`src/rtl/multicycle_control_pkg.sv`:
```
// Shared definitions for the multicycle MIPS main control unit.
// Holds the FSM state encoding, the opcodes the controller recognises,
// and the ALUOp / ALUSrcB / PCSource select codes that the datapath
// muxes decode. The datapath imports the same package so both sides
// always agree on select encodings.
package multicycle_control_pkg;

    localparam int OP_W = 6;
    localparam int ST_W = 4;

    // Controller states; the numeric values are visible on the debug port.
    typedef enum logic [ST_W-1:0] {
        S_FETCH   = 4'd0,
        S_DECODE  = 4'd1,
        S_MEMADR  = 4'd2,
        S_MEMRD   = 4'd3,
        S_MEMWB   = 4'd4,
        S_MEMWR   = 4'd5,
        S_EXEC    = 4'd6,
        S_ALUWB   = 4'd7,
        S_BRANCH  = 4'd8,
        S_JUMP    = 4'd9,
        S_ADDI_EX = 4'd10,
        S_ADDI_WB = 4'd11
    } state_t;

    // Instruction opcodes (instruction bits 31:26).
    localparam logic [OP_W-1:0] OP_RTYPE = 6'b000000;
    localparam logic [OP_W-1:0] OP_J     = 6'b000010;
    localparam logic [OP_W-1:0] OP_BEQ   = 6'b000100;
    localparam logic [OP_W-1:0] OP_ADDI  = 6'b001000;
    localparam logic [OP_W-1:0] OP_LW    = 6'b100011;
    localparam logic [OP_W-1:0] OP_SW    = 6'b101011;

    // ALU operation requests.
    localparam logic [1:0] ALUOP_ADD   = 2'b00;
    localparam logic [1:0] ALUOP_SUB   = 2'b01;
    localparam logic [1:0] ALUOP_FUNCT = 2'b10;

    // ALU B operand select.
    localparam logic [1:0] ALUSRCB_REGB     = 2'b00;
    localparam logic [1:0] ALUSRCB_FOUR     = 2'b01;
    localparam logic [1:0] ALUSRCB_SEXT     = 2'b10;
    localparam logic [1:0] ALUSRCB_SEXT_SH2 = 2'b11;

    // PC source select.
    localparam logic [1:0] PCSRC_ALURESULT = 2'b00;
    localparam logic [1:0] PCSRC_ALUOUT    = 2'b01;
    localparam logic [1:0] PCSRC_JUMP      = 2'b10;

    // True for every opcode DECODE knows how to dispatch.
    function automatic logic is_supported(input logic [OP_W-1:0] op);
        return (op == OP_RTYPE) || (op == OP_J)  || (op == OP_BEQ) ||
               (op == OP_ADDI)  || (op == OP_LW) || (op == OP_SW);
    endfunction

endpackage

```
`src/rtl/multicycle_control_decode.sv`:
```
// Combinational state-to-control decoder for the multicycle control FSM.
// Ports:
//   state      in   current FSM state
//   opcode     in   instruction opcode, only used to flag illegal opcodes in DECODE
//   mem_ready  in   memory handshake, qualifies IRWrite/PCWrite in FETCH
//   remaining  out  datapath mux selects, write enables and illegal_op pulse
// Outputs are a pure function of the state except for the FETCH handshake
// qualifiers and the DECODE illegal-opcode flag.
module multicycle_control_decode
    import multicycle_control_pkg::*;
(
    input  logic [ST_W-1:0] state,
    input  logic [OP_W-1:0] opcode,
    input  logic            mem_ready,
    output logic            pc_write,
    output logic            pc_write_cond,
    output logic            iord,
    output logic            mem_read,
    output logic            mem_write,
    output logic            ir_write,
    output logic            mem_to_reg,
    output logic            reg_dst,
    output logic            reg_write,
    output logic            alu_src_a,
    output logic [1:0]      alu_src_b,
    output logic [1:0]      alu_op,
    output logic [1:0]      pc_source,
    output logic            illegal_op
);

    // Every control defaults to 0; each state raises only what it needs.
    // Unused encodings fall through to the all-zero default.
    always_comb begin
        pc_write      = 1'b0;
        pc_write_cond = 1'b0;
        iord          = 1'b0;
        mem_read      = 1'b0;
        mem_write     = 1'b0;
        ir_write      = 1'b0;
        mem_to_reg    = 1'b0;
        reg_dst       = 1'b0;
        reg_write     = 1'b0;
        alu_src_a     = 1'b0;
        alu_src_b     = ALUSRCB_REGB;
        alu_op        = ALUOP_ADD;
        pc_source     = PCSRC_ALURESULT;
        illegal_op    = 1'b0;
        case (state)
            S_FETCH: begin
                // PC+4 and the instruction latch commit only once memory delivers.
                mem_read  = 1'b1;
                alu_src_b = ALUSRCB_FOUR;
                ir_write  = mem_ready;
                pc_write  = mem_ready;
            end
            S_DECODE: begin
                // Branch target is precomputed into ALUOut speculatively.
                alu_src_b  = ALUSRCB_SEXT_SH2;
                illegal_op = ~is_supported(opcode);
            end
            S_MEMADR: begin
                alu_src_a = 1'b1;
                alu_src_b = ALUSRCB_SEXT;
            end
            S_MEMRD: begin
                mem_read = 1'b1;
                iord     = 1'b1;
            end
            S_MEMWB: begin
                reg_write  = 1'b1;
                mem_to_reg = 1'b1;
            end
            S_MEMWR: begin
                mem_write = 1'b1;
                iord      = 1'b1;
            end
            S_EXEC: begin
                alu_src_a = 1'b1;
                alu_op    = ALUOP_FUNCT;
            end
            S_ALUWB: begin
                reg_write = 1'b1;
                reg_dst   = 1'b1;
            end
            S_BRANCH: begin
                alu_src_a     = 1'b1;
                alu_op        = ALUOP_SUB;
                pc_write_cond = 1'b1;
                pc_source     = PCSRC_ALUOUT;
            end
            S_JUMP: begin
                pc_write  = 1'b1;
                pc_source = PCSRC_JUMP;
            end
            S_ADDI_EX: begin
                alu_src_a = 1'b1;
                alu_src_b = ALUSRCB_SEXT;
            end
            S_ADDI_WB: begin
                reg_write = 1'b1;
            end
            default: begin
            end
        endcase
    end

endmodule

```
`src/rtl/multicycle_control.sv`:
```
// Main control FSM for the multicycle MIPS datapath.
// Ports:
//   clk, reset   rising-edge clock, asynchronous active-high reset
//   opcode       instruction bits 31:26, sampled in DECODE and MEMADR
//   mem_ready    memory completed the current access this cycle
//   PCWrite..PCSource  datapath mux selects and write enables
//   state        current FSM state for debug
//   illegal_op   pulse while DECODE holds an unsupported opcode
// The state register and next-state logic live here; the output decode
// is in multicycle_control_decode. All outputs are forced low while
// reset is high so an aborted instruction can never leave a strobe on.
module multicycle_control
    import multicycle_control_pkg::*;
(
    input  logic            clk,
    input  logic            reset,
    input  logic [OP_W-1:0] opcode,
    input  logic            mem_ready,
    output logic            PCWrite,
    output logic            PCWriteCond,
    output logic            IorD,
    output logic            MemRead,
    output logic            MemWrite,
    output logic            IRWrite,
    output logic            MemtoReg,
    output logic            RegDst,
    output logic            RegWrite,
    output logic            ALUSrcA,
    output logic [1:0]      ALUSrcB,
    output logic [1:0]      ALUOp,
    output logic [1:0]      PCSource,
    output logic [ST_W-1:0] state,
    output logic            illegal_op
);

    state_t state_q;
    state_t next_state;

    logic       dec_pc_write;
    logic       dec_pc_write_cond;
    logic       dec_iord;
    logic       dec_mem_read;
    logic       dec_mem_write;
    logic       dec_ir_write;
    logic       dec_mem_to_reg;
    logic       dec_reg_dst;
    logic       dec_reg_write;
    logic       dec_alu_src_a;
    logic [1:0] dec_alu_src_b;
    logic [1:0] dec_alu_op;
    logic [1:0] dec_pc_source;
    logic       dec_illegal_op;

    // Next-state selection; memory states hold until the handshake completes
    // and unknown encodings recover to FETCH.
    always_comb begin
        next_state = S_FETCH;
        case (state_q)
            S_FETCH:  next_state = mem_ready ? S_DECODE : S_FETCH;
            S_DECODE: begin
                case (opcode)
                    OP_LW, OP_SW: next_state = S_MEMADR;
                    OP_RTYPE:     next_state = S_EXEC;
                    OP_BEQ:       next_state = S_BRANCH;
                    OP_J:         next_state = S_JUMP;
                    OP_ADDI:      next_state = S_ADDI_EX;
                    default:      next_state = S_FETCH;
                endcase
            end
            S_MEMADR:  next_state = (opcode == OP_SW) ? S_MEMWR : S_MEMRD;
            S_MEMRD:   next_state = mem_ready ? S_MEMWB : S_MEMRD;
            S_MEMWB:   next_state = S_FETCH;
            S_MEMWR:   next_state = mem_ready ? S_FETCH : S_MEMWR;
            S_EXEC:    next_state = S_ALUWB;
            S_ALUWB:   next_state = S_FETCH;
            S_BRANCH:  next_state = S_FETCH;
            S_JUMP:    next_state = S_FETCH;
            S_ADDI_EX: next_state = S_ADDI_WB;
            S_ADDI_WB: next_state = S_FETCH;
            default:   next_state = S_FETCH;
        endcase
    end

    // State register with asynchronous return to FETCH.
    always_ff @(posedge clk or posedge reset) begin
        if (reset) begin
            state_q <= S_FETCH;
        end else begin
            state_q <= next_state;
        end
    end

    multicycle_control_decode u_decode (
        .state         (state_q),
        .opcode        (opcode),
        .mem_ready     (mem_ready),
        .pc_write      (dec_pc_write),
        .pc_write_cond (dec_pc_write_cond),
        .iord          (dec_iord),
        .mem_read      (dec_mem_read),
        .mem_write     (dec_mem_write),
        .ir_write      (dec_ir_write),
        .mem_to_reg    (dec_mem_to_reg),
        .reg_dst       (dec_reg_dst),
        .reg_write     (dec_reg_write),
        .alu_src_a     (dec_alu_src_a),
        .alu_src_b     (dec_alu_src_b),
        .alu_op        (dec_alu_op),
        .pc_source     (dec_pc_source),
        .illegal_op    (dec_illegal_op)
    );

    // Reset masks the decoder so the datapath sees an idle controller
    // the instant reset rises, not at the next clock edge.
    assign PCWrite     = dec_pc_write      & ~reset;
    assign PCWriteCond = dec_pc_write_cond & ~reset;
    assign IorD        = dec_iord          & ~reset;
    assign MemRead     = dec_mem_read      & ~reset;
    assign MemWrite    = dec_mem_write     & ~reset;
    assign IRWrite     = dec_ir_write      & ~reset;
    assign MemtoReg    = dec_mem_to_reg    & ~reset;
    assign RegDst      = dec_reg_dst       & ~reset;
    assign RegWrite    = dec_reg_write     & ~reset;
    assign ALUSrcA     = dec_alu_src_a     & ~reset;
    assign ALUSrcB     = dec_alu_src_b     & {2{~reset}};
    assign ALUOp       = dec_alu_op        & {2{~reset}};
    assign PCSource    = dec_pc_source     & {2{~reset}};
    assign illegal_op  = dec_illegal_op    & ~reset;
    assign state       = state_q;

endmodule

```
`config.mk`:
```
export PLATFORM = sky130hd
export DESIGN_NAME = multicycle_control
export DESIGN_NICKNAME = d
export VERILOG_FILES = /design/src/rtl/multicycle_control_pkg.sv /design/src/rtl/multicycle_control_decode.sv /design/src/rtl/multicycle_control.sv
export SDC_FILE = /design/constraint.sdc
export NUM_CORES = 1
export LEC_CHECK = 0
export CORE_MARGIN = 2
export CORE_UTILIZATION = 43
export DETAILED_ROUTE_END_ITERATION = 12
export PLACE_DENSITY_LB_ADDON = 0.25
export SYNTH_ARGS = -nofsm -noshare
export SYNTH_HDL_FRONTEND = slang
export SYNTH_SLANG_ARGS = --single-unit
```
`constraint.sdc`:
```
create_clock -name clk -period 3 [get_ports clk]
set_clock_uncertainty 0.2 [all_clocks]
set_input_delay 0.45 -clock clk [delete_from_list [all_inputs] [get_ports clk]]
set_output_delay 0.45 -clock clk [all_outputs]
set_load 0.05 [all_outputs]
```
After elaboration in Yosys (flattened, before gate mapping)
Index checks and enable logic that the tools add are counted.
- bits in registers: 4
- latch bits: 0
- bits in writable memories: 0
- bits in read-only memories: 0
- input port bits: 9
- output and inout bits: 21
- logic and storage cells: 66
- memories kept: 0
- $add $sub $neg: 0
- multiply operators: 0
- divide/modulo/power cells: 0
- magnitude comparators: 0
- equality and inequality tests: 16
- shift operators: 0
- muxes and demuxes: 20
- bitwise gates (word level): 16
- reductions and logical operators: 13
- operators with widths (kind ; count):
    case mux 4 bit (7 select lines) ; 1
    case mux 4 bit (5 select lines) ; 1
    equality test 4 x 3 -> 1 bit, second input constant ; 4
    equality test 4 bit, second input constant ; 4
    equality test 6 bit, second input constant ; 2
    AND 1 bit ; 11
    two-way mux 1 bit ; 11
    two-way mux 3 bit ; 3
    equality test 4 x 2 -> 1 bit, second input constant ; 2
    case mux 2 bit (2 select lines) ; 2
    OR reduction 2 bit ; 4
    AND 2 bit ; 3
    equality test 6 x 2 -> 1 bit, second input constant ; 1
    equality test 6 x 3 -> 1 bit, second input constant ; 1
    equality test 6 x 4 -> 1 bit, second input constant ; 1
    logical NOT 6 bit ; 1
    case mux 2 bit (3 select lines) ; 1
    logical OR 1 bit ; 5
    equality test 4 x 1 -> 1 bit, second input constant ; 1
    logical NOT 4 bit ; 1
    OR reduction 4 bit ; 1
    OR reduction 3 bit ; 1
    NOT 1 bit ; 2
    case mux 1 bit (2 select lines) ; 1

Longest topological paths before layout
- depth after elaboration: 9
- depth in mapped cells: 6
- gate-level depth less buffers: 3

Hierarchy
Synthesis repeated with hierarchy kept, for this count alone.
- cell total of the unflattened synthesis: 92
- area, all modules: 706.9 um2
- by module, submodules not included (module ; times used ; cells an instance ; area an instance (um2) ; seq. area each (um2)):
    multicycle_control ; 1 ; 59 ; 481.7 ; 100.1
    multicycle_control_decode ; 1 ; 33 ; 225.2 ; 0.0

Worst setup path after synthesis
No wires, ideal clock.
- path kind: reg-to-output
- start point: register state_q[2], in the netlist state[2]
- end point: output PCSource[0]
- arrival: 2.603 ns
- data required time: 2.350 ns
- slack: -0.253 ns
- cell stages (with the launch flop): 7
- path buffers: 3
- cell sequence: dfrtp_1 -> buf_6 -> buf_6 -> nor2_1 -> nand2_1 -> nor3_1 -> buf_4
- longest elaborated chain between the ends: 3
- elaborated cells on any way between the ends: 4
- those cells by class: 2 x eq/ne; 1 x mux; 1 x bitwise
- ends and longest elaborated chain (element ; line ; source):
    start: declaration ; multicycle_control.sv:36 ; state_t state_q;
    start signal: assignment ; multicycle_control.sv:89 ; state_q <= next_state;
    equality test 4 bit ; multicycle_control_decode.sv:48 ; case (state)
    case mux 2 bit (2 select lines) (*) ; multicycle_control_decode.sv:48 ;
    AND 2 bit (*) ; multicycle_control.sv:127 ; assign PCSource = dec_pc_source & {2{~reset}};
    end: declaration ; multicycle_control.sv:31 ; output logic [1:0] PCSource,
Mark *: on every way between the ends. The rest lies on a longest branch, timed or not.

Worst setup path after layout
- start point: input reset
- end point: output ALUSrcB[0]
- longest elaborated chain between the ends: 2
- ends and longest elaborated chain (element ; line ; source):
    start: declaration ; multicycle_control.sv:16 ; input logic reset,
    NOT 1 bit ; multicycle_control.sv:125 ; assign ALUSrcB = dec_alu_src_b & {2{~reset}};
    AND 2 bit ; multicycle_control.sv:125 ;
    end: declaration ; multicycle_control.sv:29 ; output logic [1:0] ALUSrcB,
Every way passes these cells.

==> flow_summary.ini <==
[run_status]
outcome = finished clean

[min_path]
min_path_type = in -> async

[sta]
maxSlewHeadroom_pct = 66.63
fin_crit_ns = 2.651
tightest_slew_ns = 0.4990
min_period_over_period_pct = 88.37
hold_violations = 0
fmaxAchievable_ghz = 0.3772
rsz0062_at_grt = false
tns_ns = 0
setup_viol = 0
maxSlewViolCount = 0

[setup_path]
arrival_ns = 2.00
reg2reg_depth = 4
critPathBufInv = 2
cp-end-kind = output pin
r2r-end = state[1]$_DFF_PP0_
path_class = in -> out
cpLargestDelayFamily = buffers and inverters
worstPathCellList = clkdlybuf4s50_1, nor4_2, clkdlybuf4s50_1
required_ns = 2.35
r2r_slack_ns = 1.29
crit_fanout = 7
slowest_stage = clkdlybuf4s50_1
crit_top_cell = clkdlybuf4s50_1
regToRegStartpoint = state[2]$_DFF_PP0_
start_kind = primary input
worst-path-stages = 3
cp-startpoint = reset
critPathMaxStageDelay_ns = 0.84

[logic_synthesis]
seq_area_frac_synth_pct = 15.33
syn_inst = 81
syn_avg_cell_area_sq_um = 8.063
yosysWarnings = 0
synth.distinct_cells = 38
synth_nets = 90
netlist_area_sq_um = 653.1
ys_ff_latch = 4

[power_and_ir_drop]
vdd_drop_max_mv = 0.4592
p_leak_nw = 0.4093
p_total_w = 0.0007868
power.density_nw_per_um2 = 830.7

[floorplan]
dieWidth_um = 42.98
start_util_pct = 44.39
pin_count = 30
fp.coreArea_sq_um = 1471
fp-row-count = 14
fp.dieArea_sq_um = 1847
fp.dieH_um = 42.98

[global_routing]
met3_usage_pct = 2.128
grt_pass1_wl_um = 2711
grt_max_degree = 18
overflow = 0
grt.met2_usage_pct = 32.73
busiest_layer = met2
antenna_found_initial = 0
grt_pass1_vias = 659
grt_use_met1_pct = 23.26
track_usage_pct = 18.83

[job]
max-cap-violations = 0

[place]
place_congestion = 0.8124
port_buffers = 29
dp_hpwl_um = 1303

[cts]
cts_hold_buf = 0
h-tree-depth = 1
clock_latency_ns = 0.23
numCtsBuffers = 3
clock-root-buffer = clkbuf_4
cts_sinks = 4
cts-resized-gates = 0
cts_setup_buffers = 0
clk_path_buf_depth = 2
cts_tree = yes
clk_pin_slew_ns = 0.03

[detailed_routing]
detail_route.iter0.violations = 8
drc_errors = 0
post_drt_wl_per_cell_um = 13.44
via_count = 727
via_per_inst = 5.863
detail_route.first_pass.iterations = 4
wl_um = 1666
ant_nets = 0

[layout]
fin_nets = 119
num-fill-cells = 135
final_core_util_pct = 64.37
register_area_sq_um = 100.1
multi_input_area_sq_um = 466.7
largest_reg_flops = 4
final_common_cell = buf_4
num_antenna_cells = 0
syn_to_final_growth_pct = 45.02
layout_common_cells = buf_4, clkdlybuf4s50_1, nor2_1
layout-drive-gt1-share_pct = 29.63
## cells by family (layout without fill, tap and decap cells)
family | Yosys count | after routing | synth area share (%)
compound gates | 16 | 16 | 19.73
simple gates | 47 | 47 | 45.98
xor+xnor | 3 | 3 | 4.024
flops | 4 | 4 | 15.33
buf+inv | 11 | 38 | 14.94
## worst max path at each step
stage            endpoint
2_1_floorplan    MemtoReg
3_3_place_gp   ALUSrcB[0]
3_5_place_dp   ALUSrcB[0]
4_1_cts        ALUSrcB[0]
5_1_grt        ALUSrcB[0]
6_report       ALUSrcB[0]
## synthesized netlist by cell type
cell type / number / share of area (%)
and3_1: 3 / 2.9
o21ai_0: 1 / 0.77
nor2_2: 1 / 0.96
dfrtp_1: 4 / 15
o21ai_1: 3 / 2.3
a31oi_1: 1 / 0.96
buf_6: 6 / 10
nand3b_1: 1 / 1.1
a2111oi_2: 1 / 2.3
nor4_1: 2 / 1.9
nor3b_1: 1 / 1.1
and4b_1: 2 / 3.1
o221a_1: 1 / 1.7
nor3_1: 7 / 5.4
o21a_1: 2 / 2.3
nand2_1: 6 / 3.4
buf_4: 3 / 3.4
o211a_1: 1 / 1.5
and2_1: 1 / 0.96
a221o_1: 2 / 3.1
nand2b_1: 4 / 3.8
nand3_1: 1 / 0.77
or2_4: 1 / 1.3
o211ai_1: 1 / 1.1
and3_4: 1 / 1.7
nand2b_2: 1 / 1.3
nand4b_1: 1 / 1.3
a41oi_1: 1 / 1.3
nor2_1: 10 / 5.7
nor4b_2: 1 / 2.3
nand4bb_1: 1 / 1.7
xnor2_1: 1 / 1.3
inv_1: 2 / 1.1
o22ai_1: 1 / 0.96
o32ai_1: 1 / 1.3
xor2_1: 2 / 2.7
nor4b_4: 1 / 3.6
and3b_1: 1 / 1.3
## power by group
group | total (W) | internal [W] | switching, W
Clock | 0.0000634 | 0.0000445 | 0.0000189
Sequential | 0.000110 | 0.0000709 | 0.0000391
Combinational | 0.000613 | 0.000233 | 0.000381
## cell type report
class	instances	area share (%)
Multi-Input combinational cell	66	49.27
Timing Repair Buffer	33	34.87
Sequential cell	4	10.57
Clock buffer	3	2.378
Tap cell	16	2.114
Inverter	2	0.7926
## worst reg2reg max path, stage by stage, from the launching register on
cell	delay, ns
dfrtp_1	0.55
buf_4	0.25
xnor2_1	0.17
o22ai_1	0.13
a221o_1	0.29
## layer usage
layer | up-vias | wire, um
met4 | 0 | 0
li1 | 358 | -
met2 | 15 | 907
met1 | 354 | 707
met3 | 0 | 51
met5 | - | 0
## through the flow
stage | instances | worst slack, ns | hold WS [ns] | cell area, sq um
after CTS | 124 | 0.3508 | 0.4175 | 947.2
after floorplan | 81 | 0.1470 | 0.03013 | 664.4
final | 124 | 0.3489 | 0.4277 | 947.2
after global routing | 124 | 0.2769 | 0.4669 | 947.2
after global placement | 121 | 0.3741 | 0.5163 | 924.6
after detailed placement | 121 | 0.3512 | 0.5215 | 924.6
No activity file was read; power rests on OpenSTA's default activity.
